===== src/rtl/game_ctl.sv =====
// Game sequencer: START/PLAY/WIN/LOSE flow, door latch, restart pulse and seconds countdown.
// Optional countdown/LOSE path is built only when GAME_CTL_TIMEOUT_EN is defined.
module game_ctl #(
    parameter int unsigned FRAMES_PER_SEC = 60,
    parameter int unsigned TIME_LIMIT     = 99,
    parameter int unsigned START_HOLD     = 30,
    parameter logic [11:0] GOAL_X         = 12'd700,
    parameter logic [11:0] GOAL_Y         = 12'd500
) (
    input  logic        clk,
    input  logic        rst,
    input  logic        v_tick,
    input  logic        m_left1,
    input  logic        m_right1,
    input  logic        gpio_left,
    input  logic        gpio_right,
    input  logic [1:0]  button_pressed,
    input  logic [11:0] xpos_player1,
    input  logic [11:0] ypos_player1,
    input  logic [11:0] xpos_player2,
    input  logic [11:0] ypos_player2,
    output logic [1:0]  game_state,
    output logic        door_open,
    output logic        restart,
    output logic [7:0]  time_left
);

    localparam logic [1:0] ST_START = 2'd0;
    localparam logic [1:0] ST_PLAY  = 2'd1;
    localparam logic [1:0] ST_WIN   = 2'd2;
    localparam logic [1:0] ST_LOSE  = 2'd3;

    localparam int unsigned HOLD_W = $clog2(START_HOLD + 1);
`ifdef GAME_CTL_TIMEOUT_EN
    localparam int unsigned FRAME_W = (FRAMES_PER_SEC > 1) ? $clog2(FRAMES_PER_SEC) : 1;
`endif

    if (TIME_LIMIT < 1 || TIME_LIMIT > 255 || FRAMES_PER_SEC < 1 || START_HOLD < 1) begin : g_param_check
        $error("game_ctl: parameter out of range");
    end

    logic [1:0] left1_ff, right1_ff, left2_ff, right2_ff;
    logic       right1_d, right2_d;
    logic       right_edge_q;
    logic       v_tick_q;
    logic       tick_c;
    logic       win_c;
    logic       timeout_c;
    logic       entry_q;

    logic [1:0]        state_nxt;
    logic              door_nxt;
    logic              restart_nxt;
    logic [7:0]        time_nxt;
    logic [HOLD_W-1:0] hold_cnt, hold_nxt;
`ifdef GAME_CTL_TIMEOUT_EN
    logic [FRAME_W-1:0] frame_cnt, frame_nxt;
`endif

    // Button synchronizers, right-button edge detect and frame-tick history
    always_ff @(posedge clk or negedge rst) begin
        if (!rst) begin
            left1_ff     <= 2'b00;
            right1_ff    <= 2'b00;
            left2_ff     <= 2'b00;
            right2_ff    <= 2'b00;
            right1_d     <= 1'b0;
            right2_d     <= 1'b0;
            right_edge_q <= 1'b0;
            v_tick_q     <= 1'b0;
        end else begin
            left1_ff     <= {left1_ff[0], m_left1};
            right1_ff    <= {right1_ff[0], m_right1};
            left2_ff     <= {left2_ff[0], gpio_left};
            right2_ff    <= {right2_ff[0], gpio_right};
            right1_d     <= right1_ff[1];
            right2_d     <= right2_ff[1];
            right_edge_q <= (right1_ff[1] & ~right1_d) | (right2_ff[1] & ~right2_d);
            v_tick_q     <= v_tick;
        end
    end

    assign tick_c = v_tick & ~v_tick_q;
    assign win_c  = door_open
                  & (xpos_player1 >= GOAL_X) & (ypos_player1 >= GOAL_Y)
                  & (xpos_player2 >= GOAL_X) & (ypos_player2 >= GOAL_Y);

    // State and output registers
    always_ff @(posedge clk or negedge rst) begin
        if (!rst) begin
            game_state <= ST_START;
            door_open  <= 1'b0;
            restart    <= 1'b0;
            time_left  <= 8'(TIME_LIMIT);
            hold_cnt   <= '0;
            entry_q    <= 1'b0;
`ifdef GAME_CTL_TIMEOUT_EN
            frame_cnt  <= '0;
`endif
        end else begin
            game_state <= state_nxt;
            door_open  <= door_nxt;
            restart    <= restart_nxt;
            time_left  <= time_nxt;
            hold_cnt   <= hold_nxt;
            entry_q    <= (state_nxt != game_state);
`ifdef GAME_CTL_TIMEOUT_EN
            frame_cnt  <= frame_nxt;
`endif
        end
    end

    // Next-state and next-output logic; entry_q blocks a second transition in an entry cycle
    always_comb begin
        state_nxt   = game_state;
        door_nxt    = door_open;
        restart_nxt = 1'b0;
        time_nxt    = time_left;
        hold_nxt    = hold_cnt;
        timeout_c   = 1'b0;
`ifdef GAME_CTL_TIMEOUT_EN
        frame_nxt   = frame_cnt;
`endif
        case (game_state)
            ST_START: begin
                if (!(left1_ff[1] & left2_ff[1])) begin
                    hold_nxt = '0;
                end else if (tick_c && !entry_q) begin
                    if (hold_cnt == HOLD_W'(START_HOLD - 1)) begin
                        state_nxt   = ST_PLAY;
                        restart_nxt = 1'b1;
                        time_nxt    = 8'(TIME_LIMIT);
                        door_nxt    = 1'b0;
                        hold_nxt    = '0;
`ifdef GAME_CTL_TIMEOUT_EN
                        frame_nxt   = '0;
`endif
                    end else begin
                        hold_nxt = hold_cnt + HOLD_W'(1);
                    end
                end
            end
            ST_PLAY: begin
                if (button_pressed == 2'b11) begin
                    door_nxt = 1'b1;
                end
`ifdef GAME_CTL_TIMEOUT_EN
                if (tick_c) begin
                    if (frame_cnt == FRAME_W'(FRAMES_PER_SEC - 1)) begin
                        frame_nxt = '0;
                        if (time_left != 8'd0) begin
                            time_nxt  = time_left - 8'd1;
                            timeout_c = (time_left == 8'd1);
                        end
                    end else begin
                        frame_nxt = frame_cnt + FRAME_W'(1);
                    end
                end
`endif
                if (!entry_q) begin
                    if (win_c) begin
                        state_nxt = ST_WIN;
                    end else if (timeout_c) begin
                        state_nxt = ST_LOSE;
                    end
                end
            end
            ST_WIN, ST_LOSE: begin
                if (right_edge_q && !entry_q) begin
                    state_nxt = ST_START;
                    hold_nxt  = '0;
                end
            end
            default: begin
                state_nxt = ST_START;
            end
        endcase
    end

endmodule

===== config.mk =====
export PLATFORM = sky130hd
export DESIGN_NAME = game_ctl
export DESIGN_NICKNAME = d
export VERILOG_FILES = /design/src/rtl/game_ctl.sv
export SDC_FILE = /design/constraint.sdc
export NUM_CORES = 1
export LEC_CHECK = 0
export CAP_MARGIN = 5
export CORE_ASPECT_RATIO = 0.7
export CORE_MARGIN = 1
export CORE_UTILIZATION = 35
export DETAILED_ROUTE_END_ITERATION = 10
export GPL_TIMING_DRIVEN = 0
export PLACE_DENSITY = 0.78
export SYNTH_ARGS = -nofsm -noshare
export SYNTH_HDL_FRONTEND = slang
export SYNTH_SLANG_ARGS = --single-unit

===== constraint.sdc =====
create_clock -name clk -period 1.9 [get_ports clk]
set_clock_uncertainty 0.2 [all_clocks]
set_input_delay 0.19 -clock clk [delete_from_list [all_inputs] [get_ports clk]]
set_output_delay 0.19 -clock clk [all_outputs]
set_load 0.01 [all_outputs]

# After elaboration in Yosys (flattened, before gate mapping)
# Cells that the tools add are included.
# W data, S select, Z words.
# totals
register_bits,22
latchBits,0
ram_bits,0
mem_bits_ro,0
output_inout_bits,12
elab_cells,72
mem_count,0
# classes
add_sub_neg,1
mul,0
div_mod_pow,0
magnitude_cmp,4
eq_ne,12
shifts,0
n_mux,21
bitwise,12
reduce_logical,9
# ops
operator,count
$ge A12 B10 Y1 const B,2
$ge A12 B9 Y1 const B,2
$mux W5,4
$mux W2,6
$ne A2 B2 Y1 const B,5
$pmux W5 S2,1
$and A1 B1 Y1,8
$mux W1,8
$eq A2 B2 Y1 const B,3
$pmux W2 S3,1
$add A5 B1 Y5 const B,1
$eq A5 B5 Y1 const B,1
$reduce_and A5 Y1,1
$reduce_bool A2 Y1,2
$ne A3 B3 Y1 const B,1
$not A1 Y1,3
$reduce_and A3 Y1,1
$eq A2 B1 Y1 const B,1
$logic_and A1 B1 Y1,2
$logic_not A2 Y1,1
$ne A2 B2 Y1,1
$pmux W1 S2,1
$reduce_or A2 Y1,1
$logic_not A1 Y1,1
$or A1 B1 Y1,1

# Logic depth before layout (Yosys ltp)
# depth
word_depth,9
ltp_mapped,6
depth_no_buf,6

# Worst setup path before layout
# No wires, ideal clock.
# synth_timing
kind,register to register
start,register game_state[1]
end,register hold_cnt[3]
setup_time_ns,0.121
arrival_ns,1.328
required_ns,1.579
path_slack_ns,0.251
stages_incl_launch_ff,5
path_buffers,0
period_less_slack_ns,1.649
path_cell_list,dfrtp_1 -> and3b_1 -> a211oi_4 -> o21ai_2 -> a22o_1
# synth_via
elab_chain_len,4
word_cells_on_any_way,9
# synth_lines
item,line_no,rtl
from (decl),22,"output logic [1:0] game_state,"
from (signal assigned),101,game_state <= state_nxt;
$eq A2 B2 Y1,124,case (game_state)
$reduce_or A2 Y1,124,
$ne A2 B2 Y1 (no source line) or $reduce_bool A2 Y1 (tied branches),-,
$reduce_and A3 Y1 (no source line),-,
to (signal assigned),105,hold_cnt <= hold_nxt;
to (decl),55,"logic [HOLD_W-1:0] hold_cnt, hold_nxt;"
# Several ways; a longest one is shown, not always the timed one.
# A chain may end at the register's enable or synchronous reset.

# Worst setup path in the final report
# Ends and elaborated chain as after synthesis.

==> run_results.csv <==
group,metric,value,unit
yosys,synth_seq_area_share,0.5213,
route,drc,0,
yosys,synth_top_cell_by_area,"dfrtp_1",
floorplan,fp.dieH,47.96,µm
clock_network,cts_root_buffer,"clkbuf_8",
timing,finalWorstSetupSlack,0.08745,ns
timing,post-route-period-util,0.9540,
yosys,synthMostInstantiatedCell,"dfrtp_1",
global_routing,grt_pass1_wl,3.498,mm
finish,drive_gt1_frac,0.1321,
yosys,synth_flop_cell,"dfrtp_1",
finish,antenna_cells,0,
worst_setup_path,setup.worst_path.start,"game_state[1]$_DFF_PN0_",
yosys,synth.area.top_cells,"dfrtp_1 (52%), buf_4 (5.7%), o21ai_0 (3.8%), nand4_1 (3.0%), inv_1 (2.8%)",
route,firstDrtPassIters,4,
timing,rsz0062_at_grt,"false",
yosys,avgSynthCellArea,10.89,µm²
yosys,synth_top_family_by_area,"compound AO/OA/AOI/OAI gates",
yosys,synthSimpleGateAreaFrac,0.1754,
global_routing,grt_remaining_overflow,0,
worst_setup_path,worstPathMaxFanout,9,
worst_setup_path,path_class,"reg -> reg",
yosys,synth_adder_area_share,0.02370,
clock_network,worstSkewPairLatency,0.26,ns
yosys,synth_cells,97,
timing,tightest_slew,0.9286,ns
floorplan,coreArea,2823,µm²
placement,portBuffers,52,
placement,place.gp.congestion,0.7956,
yosys,async_flop_share,1.000,
floorplan,ios,69,
pwr,p_leak,0.7225,nW
yosys,yosysWarnings,0,
worst_setup_path,rrSetupSlack,0.09,ns
worst_setup_path,reg2reg_from,"game_state[1]$_DFF_PN0_",
yosys,synth_compound_gate_area_share,0.1872,
floorplan,num_rows,16,
worst_setup_path,cp.arrival,1.77,ns
floorplan,dieWidth,67.65,µm
clock_network,cts_inserted_buffers,3,
global_routing,grt_pass1_vias,763,
worst_setup_path,path_cells,"and3b_1 -> a211oi_4 -> o21ai_2 -> a22o_1",
worst_setup_path,cp_slowest_cell,"dfrtp_1",
placement,dp_hpwl,1.949,mm
status,status,"finished clean",
yosys,synth-seq-cells,22,
yosys,synth_mux_area_frac,0,
run,drv_cap,0,
route,drt_iter0_markers,25,
worst_setup_path,cp.required,1.85,ns
yosys,mappedNetlistArea,1056,µm²
route,wl,2.356,mm
pwr,p_per_area,665.2,nW/µm²
placement,place_ws,-0.1132,ns
clock_network,cts_resized,0,
finish,area_growth,62.44,%
route,num_vias,951,
timing,min_period,1.813,ns
route,viasPerCell,4.877,
timing,finalHoldViolCount,0,
worst_setup_path,crit_path_start_kind,"flip-flop",
timing,maxSlewHeadroom,0.3790,
global_routing,grt_max_degree,23,
floorplan,dieArea,3244,µm²
timing,hold_ws,0.1489,ns
finish,final_nets,219,
yosys,synth_top_area_frac,0.5213,
worst_hold_path,holdCritPathClass,"reg -> reg",
clock_network,clk_pin_slew,0.08,ns
clock_network,cts_htree_levels,1,
route,wl_per_cell,12.08,µm
route,drt.antenna.violating_nets,0,
worst_setup_path,crit_family,"compound AO/OA/AOI/OAI gates",
floorplan,start_util,0.3741,
yosys,synth-edff-count,0,
global_routing,track_usage,0.1502,
worst_setup_path,cp_num_buf_inv,0,
pwr,irDropWorstVdd,0.0005319,V
clock_network,hold_buffers,0,
worst_setup_path,crit_path_max_incr_delay,0.48,ns
worst_setup_path,crit_path_end_kind,"flip-flop",
clock_network,clockBufferDepth,2,
worst_hold_path,hp-start,"left2_ff[0]$_DFF_PN0_",
yosys,ys_types,36,
yosys,synth_xor_area_frac,0,
clock_network,cts_tree,"built",
timing,maxClockFrequency,0.5517,GHz
yosys,synthTopCellsByCount,"dfrtp_1 (22), buf_4 (8), inv_1 (8), o21ai_0 (8), nand4_1 (5)",
timing,setup_violations,0,
clock_network,cts_setup_buffers,0,
global_routing,antenna_found_initial,0,
timing,slew_violations,0,
clock_network,clock_sinks,22,
## sequential cells by signal, indices dropped and copies added (netlist names), 2 cells and up
signal      flops
right2_ff       2
left1_ff        2
right1_ff       2
hold_cnt        5
left2_ff        2
game_state      2
## metal layers
metal / global-route usage / up-vias / share of wire
met3: 0.04286 / 0 / 0.053
met5: 0 / - / 0
met4: 0.01277 / 0 / 0
li1: - / 458 / -
met1: 0.2110 / 457 / 0.44
met2: 0.2416 / 36 / 0.51
## cells by family after synthesis
kind of cell | Yosys count
buffers and inverters | 16
adder cells (fa/ha/maj) | 2
other | 2
AND/OR/NAND/NOR | 29
flip-flops | 22
AO/OA/AOI/OAI | 26
## cell type report
| class | count | area (µm²) |
|---|---|---|
| tap | 36 | 45.04 |
| sequential | 22 | 550.5 |
| timing repair buffer | 52 | 520.5 |
| buffer | 8 | 60.06 |
| fill | 224 | 1107 |
| clock buffer | 3 | 41.29 |
| clock inverter | 1 | 30.03 |
| inverter | 8 | 30.03 |
| multi-input combinational | 65 | 437.9 |
## metrics by stage
| stage | std cells | setup TNS (ns) | cell area (µm²) | utilization | total power, mW |
|---|---|---|---|---|---|
| finish | 195 | 0 | 1715 | 0.6077 | 1.141 |
| global route | 195 | 0 | 1715 | 0.6077 | 1.190 |
| CTS | 195 | 0 | 1715 | 0.6077 | 1.145 |
| detailed placement | 191 | -0.1132 | 1644 | 0.5824 | 0.7195 |
| global placement | 191 | 0 | 1644 | 0.5824 | 0.7134 |
| floorplan | 103 | 0 | 1079 | - | 0.5839 |
## cells in the final DEF (no fill, tap or decap), types with 2 or more instances in the layout
master           synthesis  final
clkdlybuf4s50_1          0     52
dfrtp_1                 22     22
inv_1                    8      8
o21ai_0                  8      8
buf_4                    8      8
conb_1                   2      8
nand4_1                  5      5
nor2_1                   4      4
nand2_1                  3      3
o21ai_2                  3      3
clkbuf_8                 0      3
a21oi_1                  2      2
nor4_1                   2      2
nor3b_1                  2      2
o311ai_0                 2      2
nand2b_1                 2      2
nand3_1                  2      2
ha_1                     2      2
## worst paths after layout
path	endpoint	cells past startpoint
worst max-delay path	hold_cnt[3]$_DFFE_PN0P_	4
worst min-delay path	left2_ff[1]$_DFF_PN0_	0
worst max register to register	hold_cnt[3]$_DFFE_PN0P_	4
worst min register to register	left2_ff[1]$_DFF_PN0_	0
max in group asynchronous	right_edge_q$_DFF_PN0_	1
min in group asynchronous	left2_ff[1]$_DFF_PN0_	1
## where the power goes
part	switching [mW]	total, mW	internal (mW)
Combinational	0.0675	0.202	0.134
Clock	0.151	0.432	0.281
Sequential	0.0156	0.507	0.492
Note: power is estimated with default switching activity, not from simulation.
